**src/rtl/maple_regbank.sv**
```systemverilog
// maple_regbank: ID/status/control registers plus TX/RX byte FIFOs behind the SPI register front end.
// Optional build macro MAPLE_REGBANK_LOOPBACK_EN adds the CTRL b3 loopback path (TX head fed into RX).
module maple_regbank #(
    parameter int         FIFO_DEPTH_LOG2 = 5,
    parameter logic [7:0] ID_VALUE        = 8'h4D
) (
    input  logic       clk,
    input  logic       rst,
    input  logic       ss,
    input  logic [6:0] regnum,
    input  logic [7:0] regdata_write,
    input  logic       write,
    input  logic       read,
    output logic [7:0] regdata_read,
    output logic [7:0] tx_data,
    output logic       tx_valid,
    input  logic       tx_ready,
    input  logic [7:0] rx_data,
    input  logic       rx_valid,
    output logic       start,
    input  logic       busy
);
    localparam int AW    = FIFO_DEPTH_LOG2;
    localparam int CW    = FIFO_DEPTH_LOG2 + 1;
    localparam int DEPTH = 1 << FIFO_DEPTH_LOG2;
    localparam logic [AW-1:0] P1    = AW'(1);
    localparam logic [CW-1:0] C1    = CW'(1);
    localparam logic [CW-1:0] CFULL = CW'(DEPTH);

    logic [7:0]    tx_mem [DEPTH];
    logic [7:0]    rx_mem [DEPTH];
    logic [AW-1:0] tx_wr_q, tx_wr_d, tx_rd_q, tx_rd_d;
    logic [AW-1:0] rx_wr_q, rx_wr_d, rx_rd_q, rx_rd_d;
    logic [CW-1:0] tx_cnt_q, tx_cnt_d, rx_cnt_q, rx_cnt_d;
    logic          tx_ovf_q, tx_ovf_d, rx_ovf_q, rx_ovf_d;
    logic          start_q, start_d, pend_q, pend_d;
    logic          loopback;

    logic          wr_ctrl, wr_tx, commit;
    logic          flush_tx, flush_rx, clr_ovf;
    logic          tx_empty, tx_full, rx_full;
    logic          tx_pop, tx_push_ok, rx_push, rx_push_ok;
    logic [7:0]    rx_push_data;
    logic [AW-1:0] rx_rd_eff;
    logic [CW-1:0] rx_cnt_eff;
    logic          rx_empty_eff, rx_full_eff;

    assign wr_ctrl  = write && (regnum == 7'h02);
    assign wr_tx    = write && (regnum == 7'h03);
    assign flush_rx = wr_ctrl && regdata_write[1];
    assign flush_tx = wr_ctrl && regdata_write[2];
    assign clr_ovf  = wr_ctrl && regdata_write[7];

    assign tx_empty = (tx_cnt_q == '0);
    assign tx_full  = (tx_cnt_q == CFULL);
    assign rx_full  = (rx_cnt_q == CFULL);

    // A pending RX pop lands on the next read strobe, so that read already sees the advanced head.
    assign commit       = read && pend_q && !ss;
    assign rx_rd_eff    = commit ? rx_rd_q + P1 : rx_rd_q;
    assign rx_cnt_eff   = commit ? rx_cnt_q - C1 : rx_cnt_q;
    assign rx_empty_eff = (rx_cnt_eff == '0);
    assign rx_full_eff  = (rx_cnt_eff == CFULL);

    assign tx_data = tx_mem[tx_rd_q];

`ifdef MAPLE_REGBANK_LOOPBACK_EN
    logic loopback_q, loopback_d, lb_move;

    assign loopback     = loopback_q;
    assign loopback_d   = wr_ctrl ? regdata_write[3] : loopback_q;
    assign lb_move      = loopback_q && !tx_empty && !rx_full;
    assign tx_valid     = !loopback_q && !tx_empty;
    assign tx_pop       = loopback_q ? lb_move : (tx_valid && tx_ready);
    assign rx_push      = loopback_q ? lb_move : rx_valid;
    assign rx_push_data = loopback_q ? tx_mem[tx_rd_q] : rx_data;

    always_ff @(posedge clk) begin
        if (rst) loopback_q <= 1'b0;
        else     loopback_q <= loopback_d;
    end
`else
    assign loopback     = 1'b0;
    assign tx_valid     = !tx_empty;
    assign tx_pop       = tx_valid && tx_ready;
    assign rx_push      = rx_valid;
    assign rx_push_data = rx_data;
`endif

    assign tx_push_ok = wr_tx && (!tx_full || tx_pop);
    assign rx_push_ok = rx_push && (!rx_full || commit);

    always_comb begin
        tx_wr_d  = tx_wr_q;
        tx_rd_d  = tx_rd_q;
        tx_cnt_d = tx_cnt_q;
        rx_wr_d  = rx_wr_q;
        rx_rd_d  = rx_rd_q;
        rx_cnt_d = rx_cnt_q;
        if (tx_push_ok) tx_wr_d = tx_wr_q + P1;
        if (tx_pop)     tx_rd_d = tx_rd_q + P1;
        if (tx_push_ok && !tx_pop)      tx_cnt_d = tx_cnt_q + C1;
        else if (!tx_push_ok && tx_pop) tx_cnt_d = tx_cnt_q - C1;
        if (rx_push_ok) rx_wr_d = rx_wr_q + P1;
        rx_rd_d = rx_rd_eff;
        if (rx_push_ok && !commit)      rx_cnt_d = rx_cnt_q + C1;
        else if (!rx_push_ok && commit) rx_cnt_d = rx_cnt_q - C1;
        if (flush_tx) begin
            tx_wr_d  = '0;
            tx_rd_d  = '0;
            tx_cnt_d = '0;
        end
        if (flush_rx) begin
            rx_wr_d  = '0;
            rx_rd_d  = '0;
            rx_cnt_d = '0;
        end
        // A fresh overflow in the same cycle as a clear keeps the flag set.
        tx_ovf_d = (wr_tx && tx_full && !tx_pop) || (tx_ovf_q && !clr_ovf);
        rx_ovf_d = (rx_push && rx_full && !commit) || (rx_ovf_q && !clr_ovf);
        start_d  = wr_ctrl && regdata_write[0];
        pend_d   = pend_q;
        if (ss || flush_rx) pend_d = 1'b0;
        else if (read)      pend_d = (regnum == 7'h04) && !rx_empty_eff;
    end

    always_comb begin
        regdata_read = 8'h00;
        case (regnum)
            7'h00: regdata_read = ID_VALUE;
            7'h01: regdata_read = {rx_ovf_q, tx_ovf_q, busy, tx_full, tx_empty,
                                   rx_full_eff, rx_empty_eff, loopback};
            7'h02: regdata_read = {4'b0000, loopback, 3'b000};
            7'h04: regdata_read = rx_empty_eff ? 8'h00 : rx_mem[rx_rd_eff];
            7'h05: regdata_read = 8'(rx_cnt_eff);
            7'h06: regdata_read = 8'(tx_cnt_q);
            default: regdata_read = 8'h00;
        endcase
    end

    assign start = start_q;

    always_ff @(posedge clk) begin
        if (tx_push_ok) tx_mem[tx_wr_q] <= regdata_write;
        if (rx_push_ok) rx_mem[rx_wr_q] <= rx_push_data;
    end

    always_ff @(posedge clk) begin
        if (rst) begin
            tx_wr_q  <= '0;
            tx_rd_q  <= '0;
            tx_cnt_q <= '0;
            rx_wr_q  <= '0;
            rx_rd_q  <= '0;
            rx_cnt_q <= '0;
            tx_ovf_q <= 1'b0;
            rx_ovf_q <= 1'b0;
            start_q  <= 1'b0;
            pend_q   <= 1'b0;
        end else begin
            tx_wr_q  <= tx_wr_d;
            tx_rd_q  <= tx_rd_d;
            tx_cnt_q <= tx_cnt_d;
            rx_wr_q  <= rx_wr_d;
            rx_rd_q  <= rx_rd_d;
            rx_cnt_q <= rx_cnt_d;
            tx_ovf_q <= tx_ovf_d;
            rx_ovf_q <= rx_ovf_d;
            start_q  <= start_d;
            pend_q   <= pend_d;
        end
    end
endmodule
```
**config.mk**
```make
export PLATFORM = sky130hd
export DESIGN_NAME = maple_regbank
export DESIGN_NICKNAME = d
export VERILOG_FILES = /design/src/rtl/maple_regbank.sv
export SDC_FILE = /design/constraint.sdc
export NUM_CORES = 1
export LEC_CHECK = 0
export CAP_MARGIN = 0
export CORE_MARGIN = 8
export CORE_UTILIZATION = 50
export CTS_CLUSTER_DIAMETER = 200
export DETAILED_ROUTE_END_ITERATION = 8
export PLACE_DENSITY_LB_ADDON = 0.3
export SLEW_MARGIN = 10
export SYNTH_ARGS = -nofsm -noshare
export SYNTH_HDL_FRONTEND = slang
export SYNTH_SLANG_ARGS = --single-unit
```
**constraint.sdc**
```tcl
create_clock -name clk -period 6.9 [get_ports clk]
set_clock_uncertainty 0.15 [all_clocks]
set_input_delay 1.38 -clock clk [delete_from_list [all_inputs] [get_ports clk]]
set_output_delay 1.38 -clock clk [all_outputs]
set_load 0.005 [all_outputs]
```
Word level (Yosys, flattened, before mapping). Memory sizes are Yosys's and may differ from the RTL's. A register that Yosys moved wholly into a read port is not among the register bits. Index checks and enable logic that the tools add are counted.

Input port bits: 31. Flip-flop bits (word level): 36. RAM bits: 512. Output and inout bits: 18. Memories: 2. Logic and storage cells: 88.

Multiplexer cells: 14. Equality and inequality tests: 9. Add/sub/neg operators: 8. Reduce and logical (&&, ||, !) cells: 45.

Memory list: rx_mem (words 32, bits a word 8, rd ports 1, clocked after memory_dff 0, write ports 1, line 31) `logic [7:0] rx_mem [DEPTH];`; tx_mem (words 32, bits a word 8, rd ports 1, clocked after memory_dff 1, write ports 1, line 30) `logic [7:0] tx_mem [DEPTH];`.

Operators by type and width (number): 8-bit case mux with 5 select lines (1); 6-bit two-way mux (5); 1-bit logical AND (22); 7-bit by 3-bit equality test with 1-bit output, second input constant (3); 5-bit by 1-bit adder with 5-bit output, second input constant (4); 6-bit equality test, second input constant (3); 5-bit two-way mux (3); 7-bit by 2-bit equality test with 1-bit output, second input constant (2); 6-bit by 1-bit adder with 6-bit output, second input constant (2); 6-bit logical NOT (2); 6-bit by 1-bit subtractor with 6-bit output, second input constant (2); 1-bit logical NOT (10); 8-bit two-way mux (1); 7-bit by 1-bit equality test with 1-bit output, second input constant (1); 7-bit logical NOT (1); 2-bit OR reduction (3); 1-bit logical OR (5); 1-bit two-way mux (4); 2-bit nonzero test (2).

Logic depth before layout (Yosys ltp). Gate-level depths: netlist of the first run.

Depth in word-level cells: 9. Depth in mapped cells: 14. Gate-level depth less buffers: 13.

Least setup slack after synthesis of the first run. Ideal clock, no wire load.

Kind: input-to-output. Start: in regnum[3]. End: out regdata_read[3]. Setup slack: 2447 ps. Required time: 5370 ps. Buffers on the path: 1. Stages on the path: 7. Data arrival time: 2923 ps. Cell sequence: or4_1 -> buf_2 -> nor2_2 -> nand3_1 -> a211oi_2 -> o31ai_1 -> o221ai_1.

Longest elaborated chain between the ends: 2. Elaborated cells on any way between the ends: 6. Those cells by class: 4 x eq/ne; 1 x mux; 1 x reduce/logical.

RTL lines: from (decl) (line 10) `input logic [6:0] regnum,`; 7-bit by 3-bit equality test with 1-bit output, or another cell as far along (line 129) `case (regnum)`; 8-bit case mux with 5 select lines * (line 129); to (decl) (line 14) `output logic [7:0] regdata_read,`.

Mark *: on every way between the ends. The rest lies on a longest branch, timed or not.

Worst setup path in the final report of the first run.
Start: in regnum[3]. End: out regdata_read[5].

Same word-level chain as after synthesis.

==> results of run 1 <==
[worst max-delay path, cell delays in order]
cell and delay [ps]:
clkdlybuf4s50_1 400, or4_1 750, nor2_2 220, nand3_1 170
a21oi_1 580, o31ai_1 180, o31ai_1 620, clkdlybuf4s50_1 640
[metal layers]
| layer | up-vias | routed length, um | global-route usage, % |
|---|---|---|---|
| met5 | - | 0 | 0 |
| met4 | 0 | 1490 | 6.25 |
| met3 | 101 | 3760 | 2.96 |
| met2 | 580 | 29600 | 35.1 |
| met1 | 7448 | 24500 | 27.7 |
| li1 | 6579 | - | - |
[path summary, 6_finish.rpt]
check / to / slack (ps) / cells past startpoint
worst max-delay path: regdata_read[5] / 430 / 8
worst min-delay path: rx_ovf_q / 320 / 2
worst max register to register: tx_cnt_q[5] / 2960 / 12
worst min register to register: rx_ovf_q / 320 / 2
[stage by stage]
step | hold slack [ps] | setup slack (ps) | std cells
4_1_cts | 319 | 581 | 2386
6_report | 320 | 425 | 2389
3_5_place_dp | 310 | 612 | 2285
2_1_floorplan | 281 | 2450 | 1639
5_1_grt | 334 | 386 | 2386
3_3_place_gp | 301 | 643 | 2285
[synth_stat cells, drive strengths merged, types with 13 or more instances]
master and number:
nand2 117, o21ai 23, edfxtp 512, a32oi 15
xor2 16, mux2i 195, nand4 17, dfxtp 41
nor2 125, nor3 24, mux2 29, o32ai 14
clkbuf 32, inv 16, a211oi 21, o221ai 31
nand3 32, ha 18, mux4 86, a21oi 43
xnor2 17, nor2b 13, buf 80
[power breakdown]
group	total, uW	leakage [uW]	switching [uW]	internal, uW
Combinational	796	0.00267	376	419
Clock	3050	0.000893	1250	1800
Sequential	3810	0.00494	104	3700
Total	7660	0.00850	1730	5930
[registers in the layout, summed over array words and instances, names as in the netlist, named ones only]
name / count
rx_rd_q: 5
rx_ovf_q: 1
tx_wr_q: 5
rx_cnt_q: 6
pend_q: 1
start: 1
tx_mem: 256
rx_wr_q: 5
tx_cnt_q: 6
tx_rd_q: 5
rx_mem: 256
tx_ovf_q: 1
[kinds of logic (layout without fill, tap and decap cells)]
logic type	Yosys count	after routing	synth area share, %
flops	553	553	64.7
simple gates	370	370	6.94
mux	310	310	16.9
compound gates	226	226	6.74
buf+inv	128	203	2.52
xor+xnor	33	33	1.18
fa+ha+maj	19	19	0.980
other cells	0	3	0
[layout make-up]
type | instances | area, um^2 | area share [%]
inverters | 16 | 62.6 | 0.224
repair buffers | 86 | 776 | 2.78
clock inverters | 35 | 375 | 1.34
multi-input cells | 958 | 8220 | 29.4
clock buffers | 66 | 1460 | 5.22
diodes | 3 | 7.51 | 0.0269
flip-flops and latches | 553 | 16200 | 58.0
well taps | 672 | 841 | 3.01
==> summary.txt, run 1 <==
Synthesis
  • Syn nets: 1689
  • Post-synth EDFFs: 512
  • Yosys reg bits: 553
  • Netlist Area Pre-Place: 0.0250 mm^2
  • Asr flop ratio synth: 0%
  • Synth warn: 0
  • Yosys top cell by area: edfxtp_1
  • Register area share after synthesis: 64.7%
  • Synth area leaders: edfxtp_1, mux4_2, mux2i_1
  • Gate Count Post-Synth: 1639
  • Yosys top cell area share: 61.4%
  • Distinct cells, synth: 78
  • Primary FF master, synth: edfxtp_1
  • Syn_area_per_cell: 15.3 um^2

Power
  • P per Cell Area: 274 mW/mm^2
  • Power Total: 7660 uW
  • Leak pwr: 0.00850 uW
  • Max IR drop VDD: 0.207 mV

Timing
  • Final Max Slew Viols: 0
  • Final TNS setup: 0 ps
  • Tightest Pin Transition: 1230 ps
  • Post-layout minimum cycle time: 6470 ps
  • Unrepaired setup endpoints after global routing: no
  • Final hold viol count: 0
  • Final period util: 93.8%
  • Setup-failing EPs final: 0
  • Slew margin rel.: 17.9%
  • Fmax achieved: 154 MHz

Clock tree
  • Sink Count: 553
  • CTS tree: yes
  • Cts bufs inserted: 55
  • Worst-path clk slew: 60 ps
  • Root Buffer: clkbuf_16
  • Cts repair resizes: 0
  • Hold Buf Count CTS: 0
  • H-tree Lvls: 2
  • Setup Buffers After CTS: 0
  • CTS Buffer Depth: 3
  • Worst-Skew Late Latency: 600 ps

Finish
  • Layout cells sized above 1: 15.3%
  • Post-route cell area: 0.0280 mm^2
  • Most common cell after layout, fill and taps aside: edfxtp_1
  • Final Util: 56.2%
  • Final #Nets: 1720
  • Most frequent cells in the layout: edfxtp_1, mux2i_1, nor2_1, nand2_1, mux4_2
  • Fillers: 3905
  • Area growth syn-to-layout: 11.6%

Critical path
  • Crit path max fanout: 8
  • Startpoint Class: input port
  • Worst setup path category: in2out
  • Reg2reg start: tx_cnt_q[2]
  • Critical Path RT: 5370 ps
  • CP Data Arrival Time: 4940 ps
  • Worst setup path startpoint: regnum[3]
  • Crit. End Element: output port

Drt
  • DRC: 0
  • Antenna Violating Nets Remaining: 0
  • Final WL: 59.4 mm
  • Vias: 14700
  • DR iter-0 viols: 1688
  • TritonRoute pass-1 iters: 6
  • Drt wl/cell: 24.9 um
  • Via/cell ratio: 6.16

GRT
  • Antenna violations before repair: 0
  • Largest net degree at the start of global routing: 128
  • Number of global-route vias before repair: 14800
  • GRT Total Usage: 20.8%
  • First-pass GRT wire length: 91.3 mm
  • Total congestion overflow: 0

Floorplan
  • # rows: 82
  • Initial core utilization: 50.3%
  • Die footprint: 0.0575 mm^2
  • Die span in y: 240 um
  • Die width: 240 um
  • IO Pins: 49
  • Core area: 0.0498 mm^2

Placed design
  • Port Buffer Count: 48
  • Placed inst area: 0.0261 mm^2
  • Placer Congestion: 0.874
  • Dpl hpwl: 37.6 mm

Worst hold path
  • Hold Crit Start: rx_ovf_q
  • Type of the most critical hold path: reg2reg

Run status
  • Run status: completed

Run
  • Max-cap viol count: 0
Note: power is estimated with default switching activity, not from simulation.
==> run 2: changes to the inputs <==
--- a/config.mk
+++ b/config.mk
@@ -7,7 +7,7 @@
 export LEC_CHECK = 0
 export CAP_MARGIN = 0
 export CORE_MARGIN = 8
-export CORE_UTILIZATION = 50
+export CORE_UTILIZATION = 40
 export CTS_CLUSTER_DIAMETER = 200
 export DETAILED_ROUTE_END_ITERATION = 8
 export PLACE_DENSITY_LB_ADDON = 0.3
==> run 2 against run 1 <==
Effect of this change: fmax is 6.5% lower; die area is 23% higher; first-iteration DRC count is 4.5% lower; critical endpoint unchanged; register-to-register slack better by 60 ps; cell count is 7.0% higher; the flow now finishes with violations (negative setup slack); final area is 0.50% higher; flip-flop and latch count stayed put; clock power is 4% lower; sequential power hardly changed; via count is 0.71% higher.
==> summary.txt, run 2 (synthesized netlist as in run 1, its figures left out) <==
Finish
  • Post-route cell area: 0.0281 mm^2 (was 0.0280 mm^2)
  • Area growth syn-to-layout: 12.2% (was 11.6%)
  • Fillers: 5362 (was 3905)
  • Final #Nets: 1724 (was 1720)
  • Layout cells sized above 1: 15.7% (was 15.3%)
  • Most common cell after layout, fill and taps aside: edfxtp_1 (unchanged)
  • Largest regs: rx_mem x256, tx_mem x256 (unchanged)
  • Multi-input logic area: 0.00824 mm^2 (was 0.00822 mm^2)
  • Most frequent cells in the layout: edfxtp_1, mux2i_1, nor2_1, nand2_1, mux4_2 (unchanged)
  • FF+latch area: 0.0162 mm^2 (unchanged)

GRT
  • Antenna violations before repair: 2 (was 0)
  • First-pass GRT wire length: 94.1 mm (was 91.3 mm)
  • GRT Total Usage: 17.4% (was 20.8%)
  • Total congestion overflow: 0 (unchanged)
  • Number of global-route vias before repair: 14800 (about the same)
  • Largest net degree at the start of global routing: 128 (unchanged)

Timing
  • Tightest Pin Transition: 1070 ps (was 1230 ps)
  • Setup-failing EPs final: 1 (was 0)
  • Worst setup margin: -22.3 ps (was 425 ps)
  • Fmax achieved: 144 MHz (was 154 MHz)
  • Final Max Slew Viols: 0 (unchanged)
  • Unrepaired setup endpoints after global routing: no (unchanged)
  • Post-layout minimum cycle time: 6920 ps (was 6470 ps)
  • Slew margin rel.: 27.3% (was 17.9%)
  • Final hold viol count: 0 (unchanged)
  • Final Hold Slack: 350 ps (was 320 ps)
  • Final TNS setup: -22.3 ps (was 0 ps)
  • Final period util: 100% (was 93.8%)

Critical path
  • Worst setup path category: in2out (unchanged)
  • CP Data Arrival Time: 5390 ps (was 4940 ps)
  • Crit path max fanout: 19 (was 8)
  • Critical Path RT: 5370 ps (about the same)
  • Crit. End Element: output port (unchanged)
  • R2R Path End: tx_cnt_q[5] (unchanged)
  • Crit-path slowest cell: mux2i_4 (was or4_1)
  • Crit-path cells: clkdlybuf4s50_1 -> and4b_1 -> mux2i_4 -> nand3_1 -> nand3_1 -> o31ai_1 -> o31ai_1 -> clkdlybuf4s50_1 (was clkdlybuf4s50_1 -> or4_1 -> nor2_2 -> nand3_1 -> a21oi_1 -> o31ai_1 -> o31ai_1 -> clkdlybuf4s50_1)
  • Reg2reg start: tx_cnt_q[2] (unchanged)
  • R2R depth: 12 (unchanged)
  • Max incr delay on CP: 960 ps (was 750 ps)
  • Worst setup path startpoint: read (was regnum[3])
  • Reg2reg setup slack: 3020 ps (was 2960 ps)
  • Startpoint Class: input port (unchanged)
  • Setup crit end: regdata_read[5] (unchanged)

Drt
  • Met2 Routed Length: 31.3 mm (was 29.6 mm)
  • Met3 wire length: 3.63 mm (was 3.76 mm)
  • Drt wl/cell: 24.6 um (was 24.9 um)
  • Top Metal Used: met5 (was met4)
  • Metal-1 WL: 26.6 mm (was 24.5 mm)
  • Vias: 14800 (was 14700)
  • TritonRoute pass-1 iters: 6 (unchanged)
  • Final WL: 63.0 mm (was 59.4 mm)
  • Via/cell ratio: 5.80 (was 6.16)
  • DR iter-0 viols: 1612 (was 1688)
  • Antenna Violating Nets Remaining: 0 (unchanged)
  • DRC: 0 (unchanged)

Worst hold path
  • Cells on Worst Hold Path: 2 (unchanged)
  • Type of the most critical hold path: reg2reg (unchanged)

Placed design
  • Placed inst area: 0.0263 mm^2 (was 0.0261 mm^2)
  • Placer Congestion: 0.909 (was 0.874)
  • Dpl hpwl: 39.7 mm (was 37.6 mm)
  • Port Buffer Count: 48 (unchanged)

Clock tree
  • Worst-path clk slew: 60 ps (about the same)
  • CTS tree: yes (unchanged)
  • Cts bufs inserted: 56 (was 55)
  • Worst-Skew Late Latency: 610 ps (was 600 ps)
  • Sink Count: 553 (unchanged)
  • H-tree Lvls: 2 (unchanged)
  • CTS Buffer Depth: 3 (unchanged)
  • Root Buffer: clkbuf_16 (unchanged)

Power
  • Leak pwr: 0.00848 uW (was 0.00850 uW)
  • Max IR drop VDD: 0.180 mV (was 0.207 mV)
  • P per Cell Area: 268 mW/mm^2 (was 274 mW/mm^2)

Run status
  • Failing checks: negative setup slack
  • Run status: finished with violations (was completed)

Floorplan
  • Core area: 0.0618 mm^2 (was 0.0498 mm^2)
  • Die width: 266 um (was 240 um)
  • IO Pins: 49 (unchanged)
  • Initial core utilization: 40.5% (was 50.3%)
  • # rows: 91 (was 82)
  • Die footprint: 0.0708 mm^2 (was 0.0575 mm^2)
  • Die span in y: 266 um (was 240 um)

Run
  • Max-cap viol count: 0 (unchanged)
-- run 2: changes by cell type in the layout (fill, tap and decap cells not counted), moves of 3 or more --
| cell | change |
|---|---|
| buf_4 | +3 |
| bufinv_16 | -6 |
| clkbuf_1 | +7 |
| clkbuf_8 | +4 |
| clkinv_1 | -8 |
| clkinv_2 | +3 |
-- run 2: through the flow --
stage | utilization [%] | worst slack, ps | total power, uW | std cells
floorplan | - | 2450 | 4400 | 1639
global placement | 42.6 | 283 | 4700 | 2453
detailed placement | 42.6 | 188 | 4710 | 2453
CTS | 45.4 | 149 | 7610 | 2555
global route | 45.4 | 1.31 | 7780 | 2555
finish | 45.4 | -22.3 | 7540 | 2556
-- run 2: area by class of cell --
| cell class | count | area share [%] |
|---|---|---|
| Multi-Input combinational cell | 958 | 29.3 |
| Timing Repair Buffer | 89 | 2.81 |
| Antenna cell | 1 | 0.00891 |
| Clock inverter | 25 | 0.744 |
| Clock buffer | 77 | 5.49 |
| Sequential cell | 553 | 57.7 |
| Inverter | 16 | 0.223 |
| Tap cell | 837 | 3.73 |
-- run 2: worst min-delay path by stage --
stage,start,end
floorplan,rx_ovf_q,rx_ovf_q
global placement,rx_ovf_q,rx_ovf_q
detailed placement,tx_ovf_q,tx_ovf_q
CTS,tx_ovf_q,tx_ovf_q
global route,tx_ovf_q,tx_ovf_q
finish,tx_ovf_q,tx_ovf_q
-- run 2: power breakdown --
part	internal (uW)	switching (uW)
sequential	3700	106
combinational	419	393
clock	1640	1280
-- run 2: what timing repair did --
action / 4_1_cts / 5_1_grt
buffers inserted: 0 / 0
hold buffers: 0 / 0
resized for setup: 0 / 1
setup endpoints to repair: 0 / 1
-- run 2: critical path, delay by kind of cell --
family          cells  cell delay [ps]
compound gates      2              710
buf+inv             2             1230
mux                 1              960
simple gates        3             1100
-- run 2: metal layers --
metal | GRT usage, % | vias up
li1 | - | 6592
met1 | 23.0 | 7607
met2 | 29.5 | 510
met3 | 2.68 | 102
met4 | 4.66 | 2
met5 | 0 | -
==> run 3: changes to the inputs <==
==> constraint.sdc (replaced) <==
create_clock -name clk -period 6.32 [get_ports clk]
set_clock_uncertainty 0.15 [all_clocks]
set_input_delay 1.264 -clock clk [delete_from_list [all_inputs] [get_ports clk]]
set_output_delay 1.264 -clock clk [all_outputs]
set_load 0.005 [all_outputs]
==> run 3 against run 2 <==
Effect of this change: cell count rose by 0.31%; global-route usage about the same; the flow now finishes without violations; register-to-register slack worse by 620 ps.
==> summary.txt, run 3 (synthesized netlist as in run 1, its figures left out) <==
Critical path
  • Crit. End Element: output port (unchanged)
  • Critical Path RT: 4910 ps (was 5370 ps)
  • Crit-path cells: clkdlybuf4s50_1 -> and3b_4 -> inv_4 -> nand2_1 -> buf_4 -> o221ai_1 -> a2111oi_0 -> nor3_1 -> o211ai_1 -> clkdlybuf4s50_1 (was clkdlybuf4s50_1 -> and4b_1 -> mux2i_4 -> nand3_1 -> nand3_1 -> o31ai_1 -> o31ai_1 -> clkdlybuf4s50_1)
  • R2R Path End: tx_cnt_q[5] (unchanged)
  • CP Data Arrival Time: 4620 ps (was 5390 ps)
  • R2R depth: 12 (unchanged)
  • Cell family with most CP delay: buffers and inverters (unchanged)
  • CP Buf/Inv Count: 4 (was 2)
  • Reg2reg setup slack: 2400 ps (was 3020 ps)
  • Worst setup path category: in2out (unchanged)
  • Crit path max fanout: 15 (was 19)
  • Most frequent CP cell: clkdlybuf4s50_1
  • Max incr delay on CP: 620 ps (was 960 ps)
  • Startpoint Class: input port (unchanged)
  • Reg2reg start: tx_cnt_q[2] (unchanged)
  • Crit-path slowest cell: clkdlybuf4s50_1 (was mux2i_4)

Finish
  • Layout cells sized above 1: 16.2% (was 15.7%)
  • Multi-input logic area: 0.00822 mm^2 (was 0.00824 mm^2)
  • N_diodes: 0 (was 1)
  • Most common cell after layout, fill and taps aside: edfxtp_1 (unchanged)
  • FF+latch area: 0.0162 mm^2 (unchanged)
  • Largest regs: rx_mem x256, tx_mem x256 (unchanged)
  • Fillers: 5417 (was 5362)
  • Post-route cell area: 0.0282 mm^2 (was 0.0281 mm^2)
  • Area growth syn-to-layout: 12.6% (was 12.2%)
  • Final #Nets: 1731 (was 1724)
  • Most frequent cells in the layout: edfxtp_1, mux2i_1, nor2_1, nand2_1, mux4_2 (unchanged)

GRT
  • First-pass GRT wire length: 94.2 mm (was 94.1 mm)
  • Total congestion overflow: 0 (unchanged)
  • Largest net degree at the start of global routing: 128 (unchanged)
  • Antenna violations before repair: 0 (was 2)
  • Number of global-route vias before repair: 14900 (was 14800)
  • GRT Total Usage: 17.4% (about the same)

Clock tree
  • CTS Buffer Depth: 3 (unchanged)
  • Worst-path clk slew: 60 ps (about the same)
  • Worst-Skew Late Latency: 610 ps (about the same)
  • Setup Buffers After CTS: 0 (unchanged)
  • H-tree Lvls: 2 (unchanged)
  • Root Buffer: clkbuf_16 (unchanged)
  • Cts bufs inserted: 54 (was 56)
  • Hold Buf Count CTS: 0 (unchanged)
  • Sink Count: 553 (unchanged)
  • CTS tree: yes (unchanged)
  • Cts repair resizes: 0 (unchanged)

Timing
  • Final Max Slew Viols: 0 (unchanged)
  • Fmax achieved: 166 MHz
  • Unrepaired setup endpoints after global routing: no (unchanged)
  • Setup-failing EPs final: 0 (was 1)
  • Tightest Pin Transition: 1250 ps (was 1070 ps)
  • Post-layout minimum cycle time: 6040 ps
  • Final TNS setup: 0 ps (was -22.3 ps)
  • Final hold viol count: 0 (unchanged)
  • Slew margin rel.: 16.6% (was 27.3%)
  • Final period util: 95.6%

Floorplan
  • Initial core utilization: 40.5% (unchanged)
  • Die footprint: 0.0708 mm^2 (unchanged)
  • IO Pins: 49 (unchanged)
  • Die span in y: 266 um (unchanged)
  • Core area: 0.0618 mm^2 (unchanged)
  • # rows: 91 (unchanged)
  • Die width: 266 um (unchanged)

Power
  • Max IR drop VDD: 0.193 mV (was 0.180 mV)
  • Leak pwr: 0.00853 uW (was 0.00848 uW)
  • P per Cell Area: 293 mW/mm^2 (was 268 mW/mm^2)

Run status
  • Run status: completed (was finished with violations)

Worst hold path
  • Hold Crit Start: rx_ovf_q (was tx_ovf_q)
  • Type of the most critical hold path: reg2reg (unchanged)
  • Worst Hold End: rx_ovf_q (was tx_ovf_q)
  • Cells on Worst Hold Path: 2 (unchanged)

Drt
  • TritonRoute pass-1 iters: 5 (was 6)
  • Final WL: 62.9 mm (was 63.0 mm)
  • Via/cell ratio: 5.83 (was 5.80)
  • DR iter-0 viols: 1523 (was 1612)
  • Vias: 14900 (was 14800)
  • Antenna Violating Nets Remaining: 0 (unchanged)
  • Drt wl/cell: 24.5 um (was 24.6 um)
  • DRC: 0 (unchanged)

Placed design
  • Placed inst area: 0.0264 mm^2 (was 0.0263 mm^2)
  • Dpl hpwl: 41.1 mm (was 39.7 mm)
  • Port Buffer Count: 48 (unchanged)
  • Placer Congestion: 0.969 (was 0.909)

Run
  • Max-cap viol count: 0 (unchanged)
[run 3: changes by cell type in the layout (fill, tap and decap cells not counted), sizes merged]
cell           previous run  this run
buf                      46        52
bufinv                    2         5
clkbuf                   77        69
clkdlybuf4s50            43        46
clkinv                   23        24
clkinvlp                  0         2
diode                     1         0
inv                      16        18
[run 3: power by group]
group | leakage (uW) | total, uW | switching [uW] | internal (uW)
sequential | 0.00494 | 4160 | 119 | 4040
clock | 0.000863 | 3200 | 1370 | 1830
combinational | 0.00273 | 898 | 434 | 464
[run 3: how the worst max path moves through the flow]
| stage | start | to | slack [ps] | cells past startpoint |
|---|---|---|---|---|
| floorplan | regnum[3] | tx_cnt_q[5] | 2030 | 14 |
| global placement | read | regdata_read[5] | 360 | 9 |
| detailed placement | read | regdata_read[7] | 320 | 10 |
| CTS | read | regdata_read[7] | 310 | 10 |
| global route | ss | regdata_read[7] | 50 | 10 |
| finish | read | regdata_read[7] | 280 | 10 |
[run 3: metal layers]
metal | vias to the layer above | share of wire [%] | global-route usage, % | wire length, um
met5 | - | 0 | 0 | 0
met4 | 0 | 2.9 | 5.28 | 1820
met3 | 106 | 6.0 | 2.46 | 3790
met2 | 650 | 49 | 29.5 | 30900
met1 | 7586 | 42 | 23.1 | 26400
li1 | 6601 | - | - | -
[run 3: per-stage QoR]
| step | utilization, % | std cells | hold slack [ps] | setup slack (ps) | total power [uW] |
|---|---|---|---|---|---|
| detailed placement | 42.8 | 2462 | 320 | 320 | 5160 |
| CTS | 45.6 | 2564 | 335 | 305 | 8330 |
| finish | 45.6 | 2564 | 330 | 281 | 8260 |
| global route | 45.6 | 2564 | 359 | 54.7 | 8520 |
| global placement | 42.8 | 2462 | 322 | 363 | 5140 |
| floorplan | - | 1639 | 281 | 2030 | 4800 |
[run 3: layout make-up]
class	instances	share of cell area, %
clock buffer	69	5.14
clock inverter	33	1.09
inverter	16	0.222
multi-input combinational	958	29.2
sequential	553	57.5
tap	837	3.72
timing repair buffer	98	3.18
[run 3: tightest hold or removal path, delay by kind of cell (launching register included)]
kind | cells | cell delay, ps
AO/OA/AOI/OAI | 1 | 50
AND/OR/NAND/NOR | 1 | 60
flip-flops | 1 | 320
